## src/rtl/hazard_issue_ctrl_pkg.sv

```systemverilog
// Shared ISA definitions for the fetch/issue sequencer: opcodes, NOP word,
// FSM state codes and the instruction field decoder.
package hazard_issue_ctrl_pkg;

  localparam logic [2:0]  OP_RTYPE = 3'b000;
  localparam logic [2:0]  OP_IMM_A = 3'b001;
  localparam logic [2:0]  OP_IMM_B = 3'b010;
  localparam logic [2:0]  OP_BR    = 3'b100;
  localparam logic [15:0] NOP_WORD = 16'h0000;

  typedef enum logic [1:0] {
    S_IDLE    = 2'd0,
    S_RUN     = 2'd1,
    S_BR_WAIT = 2'd2
  } state_e;

  typedef struct packed {
    logic       writes;
    logic [2:0] rd;
    logic       ra_v;
    logic [2:0] ra;
    logic       rb_v;
    logic [2:0] rb;
    logic       is_branch;
  } dec_t;

  // The all-zero word would otherwise decode as an R-type touching r0.
  function automatic dec_t decode_inst(input logic [15:0] inst);
    dec_t d;
    d = '0;
    if (inst != NOP_WORD) begin
      case (inst[15:13])
        OP_RTYPE: begin
          d.writes = 1'b1;
          d.rd     = inst[8:6];
          d.ra_v   = 1'b1;
          d.ra     = inst[5:3];
          d.rb_v   = 1'b1;
          d.rb     = inst[2:0];
        end
        OP_IMM_A, OP_IMM_B: begin
          d.writes = 1'b1;
          d.rd     = inst[2:0];
          d.ra_v   = 1'b1;
          d.ra     = inst[5:3];
        end
        OP_BR:   d.is_branch = 1'b1;
        default: d = '0;
      endcase
    end
    return d;
  endfunction

endpackage

```

## src/rtl/hazard_issue_ctrl_scoreboard.sv

```systemverilog
// hazard_scoreboard: RAW_DIST-deep shift register of in-flight destination
// registers; flags a hit when either read register matches a valid slot.
module hazard_scoreboard #(
  parameter int RAW_DIST = 3
) (
  input  logic       clk,
  input  logic       rst,
  input  logic       push_v,
  input  logic [2:0] push_rd,
  input  logic       rd_a_v,
  input  logic [2:0] rd_a,
  input  logic       rd_b_v,
  input  logic [2:0] rd_b,
  output logic       hit
);

  logic       slot_v_q  [RAW_DIST];
  logic [2:0] slot_rd_q [RAW_DIST];
  logic       slot_v_d  [RAW_DIST];
  logic [2:0] slot_rd_d [RAW_DIST];

  always_comb begin
    slot_v_d[0]  = push_v;
    slot_rd_d[0] = push_rd;
    for (int i = 1; i < RAW_DIST; i++) begin
      slot_v_d[i]  = slot_v_q[i-1];
      slot_rd_d[i] = slot_rd_q[i-1];
    end
  end

  always_ff @(posedge clk or posedge rst) begin
    if (rst) begin
      for (int i = 0; i < RAW_DIST; i++) begin
        slot_v_q[i]  <= 1'b0;
        slot_rd_q[i] <= 3'd0;
      end
    end else begin
      for (int i = 0; i < RAW_DIST; i++) begin
        slot_v_q[i]  <= slot_v_d[i];
        slot_rd_q[i] <= slot_rd_d[i];
      end
    end
  end

  always_comb begin
    hit = 1'b0;
    for (int i = 0; i < RAW_DIST; i++) begin
      if (slot_v_q[i] && ((rd_a_v && (slot_rd_q[i] == rd_a)) ||
                          (rd_b_v && (slot_rd_q[i] == rd_b))))
        hit = 1'b1;
    end
  end

endmodule

```

## src/rtl/hazard_issue_ctrl.sv

```systemverilog
// Fetch/issue sequencer: owns the PC, inserts RAW and branch-shadow bubbles.
// Define HAZ_PERF_CNT_EN to add saturating raw_bubbles/br_bubbles counters.
module hazard_issue_ctrl
  import hazard_issue_ctrl_pkg::*;
#(
  parameter int ADDR_W     = 8,
  parameter int INST_W     = 16,
  parameter int RAW_DIST   = 3,
  parameter int BR_BUBBLES = 2
) (
  input  logic              clk,
  input  logic              rst,
  input  logic              run,
  input  logic [INST_W-1:0] inst_in,
  input  logic              br_taken,
  input  logic [ADDR_W-1:0] br_target,
  output logic [ADDR_W-1:0] fetch_addr,
  output logic [INST_W-1:0] issue_inst,
  output logic              issue_valid,
  output logic              stall,
  output logic              br_wait
`ifdef HAZ_PERF_CNT_EN
  ,
  output logic [15:0]       raw_bubbles,
  output logic [15:0]       br_bubbles
`endif
);

  localparam int CNT_W = (BR_BUBBLES > 1) ? $clog2(BR_BUBBLES) : 1;

  state_e            state_q, state_d;
  logic [ADDR_W-1:0] pc_q, pc_d;
  logic [INST_W-1:0] issue_inst_q, issue_inst_d;
  logic              issue_valid_q, issue_valid_d;
  logic [CNT_W-1:0]  cnt_q, cnt_d;
  logic              push_v;
  logic              hit;
  dec_t              dec;

  assign dec = decode_inst(inst_in[15:0]);

  hazard_scoreboard #(
    .RAW_DIST (RAW_DIST)
  ) u_scoreboard (
    .clk     (clk),
    .rst     (rst),
    .push_v  (push_v),
    .push_rd (dec.rd),
    .rd_a_v  (dec.ra_v),
    .rd_a    (dec.ra),
    .rd_b_v  (dec.rb_v),
    .rd_b    (dec.rb),
    .hit     (hit)
  );

  always_ff @(posedge clk or posedge rst) begin
    if (rst) begin
      state_q       <= S_IDLE;
      pc_q          <= '0;
      issue_inst_q  <= '0;
      issue_valid_q <= 1'b0;
      cnt_q         <= '0;
    end else begin
      state_q       <= state_d;
      pc_q          <= pc_d;
      issue_inst_q  <= issue_inst_d;
      issue_valid_q <= issue_valid_d;
      cnt_q         <= cnt_d;
    end
  end

  // A branch leaving RUN always enters BR_WAIT, even if run drops the same cycle.
  always_comb begin
    state_d = state_q;
    case (state_q)
      S_IDLE:    if (run) state_d = S_RUN;
      S_RUN: begin
        if (!hit && dec.is_branch) state_d = S_BR_WAIT;
        else if (!run)             state_d = S_IDLE;
      end
      S_BR_WAIT: if (cnt_q == '0) state_d = run ? S_RUN : S_IDLE;
      default:   state_d = S_IDLE;
    endcase
  end

  always_comb begin
    pc_d          = pc_q;
    issue_inst_d  = INST_W'(NOP_WORD);
    issue_valid_d = 1'b0;
    cnt_d         = cnt_q;
    push_v        = 1'b0;
    stall         = 1'b0;
    case (state_q)
      S_RUN: begin
        if (hit) begin
          stall = 1'b1;
        end else begin
          issue_inst_d  = inst_in;
          issue_valid_d = 1'b1;
          pc_d          = pc_q + ADDR_W'(1);
          push_v        = dec.writes;
          if (dec.is_branch) cnt_d = CNT_W'(BR_BUBBLES - 1);
        end
      end
      S_BR_WAIT: begin
        if (cnt_q == '0) begin
          if (br_taken) pc_d = br_target;
        end else begin
          cnt_d = cnt_q - CNT_W'(1);
        end
      end
      default: ;
    endcase
  end

  assign fetch_addr  = pc_q;
  assign issue_inst  = issue_inst_q;
  assign issue_valid = issue_valid_q;
  assign br_wait     = (state_q == S_BR_WAIT);

`ifdef HAZ_PERF_CNT_EN
  logic [15:0] raw_bubbles_q, raw_bubbles_d;
  logic [15:0] br_bubbles_q, br_bubbles_d;

  always_comb begin
    raw_bubbles_d = raw_bubbles_q;
    br_bubbles_d  = br_bubbles_q;
    if (stall && (raw_bubbles_q != 16'hFFFF))   raw_bubbles_d = raw_bubbles_q + 16'd1;
    if (br_wait && (br_bubbles_q != 16'hFFFF))  br_bubbles_d  = br_bubbles_q + 16'd1;
  end

  always_ff @(posedge clk or posedge rst) begin
    if (rst) begin
      raw_bubbles_q <= '0;
      br_bubbles_q  <= '0;
    end else begin
      raw_bubbles_q <= raw_bubbles_d;
      br_bubbles_q  <= br_bubbles_d;
    end
  end

  assign raw_bubbles = raw_bubbles_q;
  assign br_bubbles  = br_bubbles_q;
`endif

endmodule
```

## config.mk

```make
export PLATFORM = sky130hd
export DESIGN_NAME = hazard_issue_ctrl
export DESIGN_NICKNAME = d
export VERILOG_FILES = /design/src/rtl/hazard_issue_ctrl_pkg.sv /design/src/rtl/hazard_issue_ctrl_scoreboard.sv /design/src/rtl/hazard_issue_ctrl.sv
export SDC_FILE = /design/constraint.sdc
export NUM_CORES = 1
export LEC_CHECK = 0
export CAP_MARGIN = 20
export CORE_MARGIN = 2
export CORE_UTILIZATION = 41
export CTS_BUF_LIST = sky130_fd_sc_hd__clkbuf_8
export DETAILED_ROUTE_END_ITERATION = 10
export PLACE_DENSITY = 0.72
export SYNTH_ARGS = -nofsm -noshare
export SYNTH_HDL_FRONTEND = slang
export SYNTH_SLANG_ARGS = --single-unit
```

## constraint.sdc

```tcl
create_clock -name clk -period 2.8 [get_ports clk]
set_input_delay 0.84 -clock clk [delete_from_list [all_inputs] [get_ports clk]]
set_output_delay 0.84 -clock clk [all_outputs]
set_load 0.005 [all_outputs]
```

# Word level (Yosys, flattened, before mapping)
# Index checks and enable logic that the tools add are counted.
# W data, S select, Z words.
[op_classes]
addsub = 2
eq_ne = 17
n_mux = 29
n_reduce_logical = 22
[op_table]
columns = ["op", "n"]
rows = [
  ["$mux W16", 2],
  ["$pmux W8 S2", 2],
  ["$mux W8", 3],
  ["$eq A3 B3 Y1", 6],
  ["$reduce_bool A16 Y1", 1],
  ["$mux W1", 14],
  ["$mux W13", 1],
  ["$logic_and A1 B1 Y1", 10],
  ["$ne A2 B2 Y1 const B", 5],
  ["$add A8 B1 Y8 const B", 1],
  ["$mux W2", 4],
  ["$pmux W2 S3", 1],
  ["$reduce_and A3 Y1", 2],
  ["$mux W4", 1],
  ["$reduce_and A4 Y1", 1],
  ["$eq A3 B1 Y1 const B", 1],
  ["$eq A3 B2 Y1 const B", 1],
  ["$eq A3 B3 Y1 const B", 1],
  ["$logic_not A3 Y1", 1],
  ["$logic_or A1 B1 Y1", 3],
  ["$ne A3 B3 Y1 const B", 1],
  ["$eq A2 B1 Y1 const B", 1],
  ["$eq A2 B2 Y1 const B", 1],
  ["$logic_not A2 Y1", 1],
  ["5 further kinds", 5],
]
[word_totals]
register_bits = 40
input_bits = 28
output_inout_bits = 27

# Depth between registers and ports, before layout
# Gate-level depths: netlist of the first run.
[logic_depth]
word_depth = 15
depth_mapped = 10
mapped_depth_nobuf = 8

# By module
# From an unflattened synthesis of the first run, not the netlist that was laid out.
[unflattened]
cells_unflattened = 194
area_unflattened_um2 = 2035.7
[modules_own_cells]
columns = ["module", "instances", "cells_per_inst", "area_each_um2", "seq_area_each_um2"]
rows = [
  ["hazard_issue_ctrl", 1, 153, 1511.4, 700.7],
  ["hazard_scoreboard", 1, 41, 524.3, 300.3],
]

# Worst setup path before layout of the first run
# No wires, ideal clock.
[synth_timing]
kind = "input -> output"
start = "input inst_in[14]"
end = "output stall"
arrival_time_ns = 2.107
t_required_ns = 1.960
path_slack_ns = -0.147
cell_stages = 7
path_buffers = 2
path_cell_list = "buf_2 -> nor4_1 -> and4_1 -> a211oi_1 -> a22oi_2 -> clkbuf_1 -> nor2_1"
[synth_between]
elab_chain_len = 13
elab_cells_between_ends = 31
[synth_lines]
columns = ["element", "line", "source"]
rows = [
  ["from (decl)", "hazard_issue_ctrl.sv:14", "input logic [INST_W-1:0] inst_in,"],
  ["$eq A3 B1 Y1 or $eq A3 B2 Y1 (tied branches)", "hazard_issue_ctrl_pkg.sv:32", "case (inst[15:13])"],
  ["$reduce_or A2 Y1", "hazard_issue_ctrl_pkg.sv:32", ""],
  ["$pmux W8 S2", "hazard_issue_ctrl_pkg.sv:32", ""],
  ["$mux W13 (*)", "hazard_issue_ctrl_pkg.sv:31", "if (inst != NOP_WORD) begin"],
  ["$eq A3 B3 Y1", "hazard_issue_ctrl_scoreboard.sv:48", "if (slot_v_q[i] && ((rd_a_v && (slot_rd_q[i] == rd_a)) ||"],
  ["$logic_and A1 B1 Y1", "hazard_issue_ctrl_scoreboard.sv:48", ""],
  ["$logic_or A1 B1 Y1", "hazard_issue_ctrl_scoreboard.sv:48", ""],
  ["$logic_and A1 B1 Y1", "hazard_issue_ctrl_scoreboard.sv:48", ""],
  ["$mux W1 (2 in series)", "hazard_issue_ctrl_scoreboard.sv:48", ""],
  ["$mux W1 (*)", "hazard_issue_ctrl_scoreboard.sv:48", ""],
  ["$mux W1 (*)", "hazard_issue_ctrl.sv:95", "if (hit) begin"],
  ["$mux W1 (*)", "hazard_issue_ctrl.sv:93", "case (state_q)"],
  ["to (decl)", "hazard_issue_ctrl.sv:20", "output logic stall,"],
]
# Mark *: on every way between the ends. The rest lies on a longest branch, timed or not.

# Worst setup path in the final report of the first run
[layout_timing]
start = "input inst_in[8]"
end = "output stall"
[layout_between]
elab_chain_len = 11
elab_cells_between_ends = 25
[layout_lines]
columns = ["element", "line"]
rows = [
  ["$reduce_bool A16 Y1 (*)", "hazard_issue_ctrl_pkg.sv:31"],
  ["$mux W13 (*)", "hazard_issue_ctrl_pkg.sv:31"],
  ["$eq A3 B3 Y1, on equally long branches", "hazard_issue_ctrl_scoreboard.sv:48, hazard_issue_ctrl_scoreboard.sv:49"],
  ["$logic_and A1 B1 Y1, on equally long branches", "hazard_issue_ctrl_scoreboard.sv:48, hazard_issue_ctrl_scoreboard.sv:49"],
  ["$logic_or A1 B1 Y1", "hazard_issue_ctrl_scoreboard.sv:48"],
  ["$logic_and A1 B1 Y1", "hazard_issue_ctrl_scoreboard.sv:48"],
  ["$mux W1 (2 in series)", "hazard_issue_ctrl_scoreboard.sv:48"],
  ["$mux W1 (*)", "hazard_issue_ctrl_scoreboard.sv:48"],
  ["$mux W1 (*)", "hazard_issue_ctrl.sv:95"],
  ["$mux W1 (*)", "hazard_issue_ctrl.sv:93"],
]
# Marked as above.

==> results.md, run 1 <==
* Synth Instances at about 190
* Routed WL at 4.53 mm
* Fin nets at 300
* Std cell rows at 25
* Slowest cell on crit path: nor4_4
* CTS sink cnt at 40
* Final setup violation count at 1
* Final Total Pwr at between 2 and 2.5 mW
* Number of global-route vias before repair at 1573
* Number of synthesized flops with an enable pin at 0
* H-tree depth at 2
* Slew @ Worst Pin at roughly 0.5 ns
* Required @ worst endpoint at about 2 ns
* Largest net degree at the start of global routing at 41
* Peak supply drop at between 300 and 400 µV
* Via density at 4.93
* DIE AREA at between 5000 and 6000 µm²
* Ratio of cells with drive above 1 in the final layout at roughly a quarter
* Initial antenna violation count at 0
* Ys async rst share at between 90% and 100%
* Global-route wire length before repair at 7.29 mm
* Routed Antenna Nets at 0
* Most common flop cell mapped by yosys: dfrtp_1
* Final Hold Fails at 0
* Syn Nets at around 230
* CP endpoint kind: output pin
* Total track usage at around 18%
* Maximum clock path buffer count at 2
* Hold Path Class: reg2reg
* Outcome: finished with violations
* CP Cell Sequence: buf_8 -> nor4_4 -> buf_4 -> and4_4 -> a211oi_4 -> a22oi_2 -> nor2_2 -> buf_2
* Final min period at approximately 2.8 ns
* Ports at 55
* Max-Cap Viols at 0
* Worst setup path category: in2out
* Core area at between 4000 and 5000 µm²
* Total number of vias at 1653
* Gr ovfl total at 0
* Synth Area per Inst at approximately 10 µm²
* Largest stage delay, worst path at about 0.26 ns
* CP startpoint kind: input pin
* Failing checks: setup timing
* DR pass1 iterations at 4
* Die H at about 74 µm
* Post-DP HPWL at between 3 and 4 mm
* CTS tree: yes
* RD Place Congestion at approximately 0.87
* RSZ-0062 raised after global routing: true
* Final worst-path setup slack at -0.0301 ns
* Die X at about 74 µm
* Num CTS Buffers at 5
* Post-DR wirelength/cell at 13.5 µm
* Slew headroom at 67.2%
* Slew Viols, Final at 0
* Worst Skew at between 0.006 and 0.007 ns
* Mapped cell area at around 2000 µm²
* Tcrit/Tclk final at 101%
* Synth Register Bits at 40
* Pwr/cell area at ~770 nW/µm²
* Crit path max fanout at 2
* Count of cell types in the netlist at 37
* Clock slew at reported path FFs at about 0.080 ns
* Area Overhead vs Synth at 46.0%
* Setup TNS at -0.0301 ns
* Fraction of the yosys area taken by sequential cells at between 40 and 50%
* F_max at ~350 MHz
* Clk root buf: clkbuf_8
* Non-Filler Instances at approximately 340
* Placed cells at around 320
* Iter 0 DRT Violations at 96
* Initial Util at a little over two fifths
* P_leak at 1.32 nW
* Critical Path AT at just under 2 ns
* N_diodes at 0
* YS warnings at 0
* Clk Latency, worst-skew pair at approximately 0.29 ns
* I/O Buffers at 54
* Residual DRC count at 0
[state kept, by name, summed over array words and instances (netlist names)]
name,cells
cnt_q,1
fetch_addr,8
issue_inst,16
issue_valid,1
state_q,2
u_scoreboard.slot_rd_d,6
u_scoreboard.slot_rd_q,3
u_scoreboard.slot_v_d,2
u_scoreboard.slot_v_q,1
[cell usage after synthesis (all sizes together) (2+ instances only)]
| cell | instances | area (µm²) |
|---|---|---|
| xnor2 | 18 | 158 |
| a31oi | 2 | 12.5 |
| o21ai | 6 | 30.0 |
| nand3 | 3 | 15.0 |
| buf | 9 | 65.1 |
| a21oi | 8 | 40.0 |
| ha | 5 | 62.6 |
| mux2i | 5 | 50.1 |
| inv | 5 | 18.8 |
| mux2 | 5 | 56.3 |
| nand2 | 10 | 37.5 |
| o22a | 4 | 35.0 |
| clkbuf | 5 | 18.8 |
| nand4 | 7 | 43.8 |
| nor4 | 5 | 52.6 |
| and3 | 20 | 125 |
| dfrtp | 40 | 1000 |
| and4 | 2 | 17.5 |
| nor2 | 21 | 78.8 |
[cells in the final DEF (no fill, tap or decap), types with 2 or more instances in the layout]
cell type and instances:
buf_2 7, nor2_1 20, nand4_1 7, ha_1 5
buf_4 26, and4_4 2, inv_1 5, dfrtp_1 40
o21ai_1 2, nand3_2 2, a21oi_1 8, mux2_2 5
nor4_4 3, o22a_1 4, buf_6 3, clkbuf_2 2
xnor2_1 18, nand2_1 10, mux2i_1 5, nor4_2 2
clkdlybuf4s50_1 38, clkdlybuf4s15_1 3, o21ai_0 4, a31oi_1 2
and3_1 20, clkbuf_8 7
[worst paths after layout]
path,start,endpoint,slack [ns],depth (start not counted)
worst min-delay path,u_scoreboard.slot_v_d[1]$_DFF_PP0_,u_scoreboard.slot_v_d[0]$_DFF_PP0_,0.42,0
worst max-delay path,inst_in[8],stall,-0.03,8
worst max register to register,state_q[1]$_DFFE_PP0P_,fetch_addr[2]$_DFFE_PP0P_,0.85,8
min in group asynchronous,rst,fetch_addr[6]$_DFFE_PP0P_,0.96,3
max in group asynchronous,rst,u_scoreboard.slot_rd_d[1]$_DFF_PP0_,1.50,3
worst min register to register,u_scoreboard.slot_v_d[1]$_DFF_PP0_,u_scoreboard.slot_v_d[0]$_DFF_PP0_,0.42,0
[routing by layer]
| layer | part of all wire (%) | routed length [µm] | track usage [%] |
|---|---|---|---|
| met1 | 45 | 2050 | 23.9 |
| met5 | 0 | 0 | 0 |
| met4 | 1.8 | 81 | 7.88 |
| met3 | 5.7 | 257 | 4.47 |
| met2 | 47 | 2140 | 27.6 |
[area by class of cell]
type	count	area, µm²
Tap cell	67	83.8
Sequential cell	40	1000
Timing Repair Buffer	82	728
Clock buffer	7	96.3
Multi-Input combinational cell	133	982
Fill cell	386	1780
Clock inverter	1	30.0
Inverter	5	18.8
[worst max-delay path, delay by kind of cell]
kind | cells | cell delay [ns]
AND/OR/NAND/NOR | 3 | 0.52
buffers and inverters | 3 | 0.37
AO/OA/AOI/OAI | 2 | 0.24
[timing repair]
action,in CTS,in global routing
hold endpoints to repair,0,0
setup buffers,3,2
gates resized for setup,49,23
hold buffers,0,0
pin swaps,8,9
endpoints found under the setup margin,1,1
[per-stage QoR]
step	setup WS, ns	util (%)	area, µm²	hold slack, ns
2_1_floorplan	-0.0400	-	2040	0.373
3_3_place_gp	-0.729	58.2	2750	0.394
3_5_place_dp	-0.767	58.2	2750	0.399
4_1_cts	-0.110	61.4	2900	0.417
5_1_grt	-0.0971	62.3	2940	0.432
6_report	-0.0301	62.3	2940	0.416
[report_power, final]
group | switching (mW) | internal [mW] | total [mW] | leakage (nW)
logic | 0.378 | 0.531 | 0.909 | 0.752
registers | 0.114 | 0.747 | 0.861 | 0.508
clock network | 0.195 | 0.314 | 0.509 | 0.0645
[cells by family after synthesis]
logic type                 after synthesis  share of synthesized area [%]
AOI/OAI and AO/OA                       25                           8.26
xor gates and xnor gates                18                           7.83
adders and majority gates                5                           3.11
buffers and inverters                   19                           5.09
DFF                                     40                           49.7
muxes                                   10                           5.28
and+or+nand+nor                         75                           20.7
(Power assumes the default switching activity.)
==> run 2, diff against run 1 <==
- CORE_UTILIZATION: 41 -> 45
- PLACE_DENSITY: 0.72 -> 0.78
==> run 2 against run 1 <==
Net effect: the run still ends with setup timing left; sequential share of layout area rose by 0.53 points; hold slack improved by 0.027 ns; worst setup slack got worse by 0.011 ns; sequential power grew 1%; final cell count shrank 3.9%; flip-flop and latch count unchanged; global-route usage increased by 2.7 points; highest routed layer unchanged.
==> results.md, run 2 (synthesis results as in run 1) <==
* Outcome: finished with violations
* Failing checks: setup timing
* Largest net degree at the start of global routing at 41 (unchanged)
* Crit path max fanout at 2 (unchanged)
* Area of the multi-input gates at 982 µm² (unchanged)
* DR pass1 iterations at 4 (unchanged)
* Fin nets at 302 (+0.67%)
* Residual DRC count at 0 (unchanged)
* Clk Latency, worst-skew pair at 0.29 ns (about the same)
* Number of global-route vias before repair at 1602 (+1.8%)
* R2R Path Start: state_q[1]$_DFFE_PP0P_
* Maximum clock path buffer count at 2 (unchanged)
* Clk root buf: clkbuf_8
* Initial Util at 46.6% (+3.9 points)
* Slew headroom at 65.9% (-1.3 points)
* Most frequent cells in the layout: dfrtp_1 (40), clkdlybuf4s50_1 (37), buf_4 (29), and3_1 (20), nor2_1 (20)
* RSZ-0062 raised after global routing: true
* Final worst-path setup slack at -0.0406 ns (-0.0105 ns)
* Largest stage delay, worst path at 0.25 ns (about the same)
* Ratio of cells with drive above 1 in the final layout at 24.4% (-0.18 points)
* Placed cells at 310 (-3.7%)
* Hold Path Class: reg2reg
* Source of the critical timing path: inst_in[10]
* Worst hold start: u_scoreboard.slot_rd_d[3]$_DFF_PP0_
* Routed WL at 4.83 mm (+6.5%)
* WL met2 at 2.51 mm (+18%)
* I/O Buffers at 54 (unchanged)
* Global-route wire length before repair at 8.02 mm (+9.9%)
* H-tree depth at 2 (unchanged)
* F_max at 352 MHz (-0.37%)
* Slew Viols, Final at 0 (unchanged)
* Setup WS pre-CTS at -0.742 ns (+0.0242 ns)
* CTS tree: yes
* CP startpoint kind: input pin
* Std cell rows at 24 (-4.0%)
* Iter 0 DRT Violations at 74 (-23%)
* Post-DP HPWL at 3.39 mm (+2.3%)
* DR WL met3 at 218 µm (-15%)
* Slowest cell on crit path: nor4_4
* Peak supply drop at 469 µV (+22%)
* Routed Antenna Nets at 0 (unchanged)
* Internal power at 1.47 mW (-7.4%)
* Worst Skew at 0.00691 ns (+0.000137 ns)
* Die H at 70.9 µm (-4.3%)
* Sw Pwr at 702 µW (+2.2%)
* Tcrit/Tclk final at 101% (+0.38 points)
* Gr ovfl total at 0 (unchanged)
* Core area at 4320 µm² (-8.5%)
* Initial antenna violation count at 0 (unchanged)
* Critical Path AT at 2.00 ns (about the same)
* Commonest non-fill, non-tap cell in the layout: dfrtp_1
* Ports at 55 (unchanged)
* Total number of vias at 1691 (+2.3%)
* CP endpoint kind: output pin
* CTS sink cnt at 40 (unchanged)
* CP Cell Sequence: buf_8 -> nor4_4 -> buf_4 -> and4_4 -> a211oi_4 -> a22oi_2 -> nor2_2 -> buf_2
* Final min period at 2.84 ns (+0.0105 ns)
* Seq pwr share at 40.0% (+2.2 points)
* RD Place Congestion at 0.816 (-6.7%)
* Switch share at 32.2% (+2.1 points)
* Non-Filler Instances at 322 (-3.9%)
* Clock Power Share at 17.7% (-4.6 points)
* DIE AREA at 5030 µm² (-8.4%)
* Clock slew at reported path FFs at 0.07 ns (about the same)
* Worst setup path category: in2out
* Final setup violation count at 1 (unchanged)
* Via density at 5.25 (+6.4%)
* Final Hold Fails at 0 (unchanged)
* Hold-fix buffers, CTS at 0 (unchanged)
* Fillers at 352 (-8.8%)
* N_diodes at 0 (unchanged)
* Largest register FFs at 16 (unchanged)
* Comb pwr share at 42.3% (+2.4 points)
* Num CTS Buffers at 5 (unchanged)
* Slew @ Worst Pin at 0.512 ns (+0.0201 ns)
* Required @ worst endpoint at 1.96 ns (about the same)
* Pwr/cell area at 752 nW/µm² (-3.0%)
* DR top layer: met4
* Wl on met1 at 2.03 mm (-1.3%)
* Die X at 70.9 µm (-4.3%)
* P_leak at 1.32 nW (-0.20%)
* Register Area at 1000 µm² (unchanged)
* Max-Cap Viols at 0 (unchanged)
* Final Core Density at 67.0% (+4.7 points)
* Area Overhead vs Synth at 43.7%
* Post-DR wirelength/cell at 15.0 µm (+11%)
* Total track usage at 20.5% (+2.7 points)
## run 2: worst paths after layout
kind / end / slack, ns / cells after the start
min in group asynchronous: fetch_addr[7]$_DFFE_PP0P_ / 0.96 / 3
max in group asynchronous: u_scoreboard.slot_v_d[0]$_DFF_PP0_ / 1.47 / 3
worst min-delay path: u_scoreboard.slot_rd_d[0]$_DFF_PP0_ / 0.44 / 0
worst max register to register: fetch_addr[3]$_DFFE_PP0P_ / 0.83 / 8
worst min register to register: u_scoreboard.slot_rd_d[0]$_DFF_PP0_ / 0.44 / 0
worst max-delay path: stall / -0.04 / 8
## run 2: through the flow
| step | setup TNS [ns] | total power, mW | instance area (µm²) | hold WS, ns |
|---|---|---|---|---|
| after detailed placement | -1.98 | 1.79 | 2750 | 0.412 |
| after global placement | -1.79 | 1.76 | 2750 | 0.399 |
| after CTS | -0.0518 | 2.19 | 2870 | 0.436 |
| after global routing | -0.106 | 2.34 | 2900 | 0.449 |
| final | -0.0406 | 2.18 | 2900 | 0.442 |
| after floorplan | -0.0400 | 1.34 | 2040 | 0.373 |
## run 2: layout make-up
class,count,share of cell area [%]
timing repair buffer,84,25.5
tap,52,2.25
sequential,40,34.6
clock buffer,6,2.85
inverter,5,0.648
multi-input combinational,133,33.9
clock inverter,2,0.259
## run 2: what timing repair did
item / 4_1_cts / 5_1_grt
gates resized for setup: 59 / 9
pin swaps: 11 / 8
setup endpoints to repair: 1 / 1
setup buffers: 1 / 3
## run 2: critical path: cells and delay by family
kind / cells / cell delay [ns]
AND/OR/NAND/NOR: 3 / 0.51
buffers and inverters: 3 / 0.38
AO/OA/AOI/OAI: 2 / 0.26
## run 2: routing by layer
layer | track usage (%) | vias up
met4 | 6.29 | 0
met2 | 35.8 | 44
li1 | - | 828
met3 | 4.70 | 7
met5 | 0 | -
met1 | 25.4 | 812
## run 2: power groups by stage
stage | Clock (mW) | Sequential (mW) | Combinational (mW)
floorplan | 0 | 0.872 | 0.469
global placement | 0 | 0.871 | 0.888
detailed placement | 0 | 0.879 | 0.914
CTS | 0.399 | 0.869 | 0.924
global route | 0.423 | 0.890 | 1.03
finish | 0.385 | 0.871 | 0.920
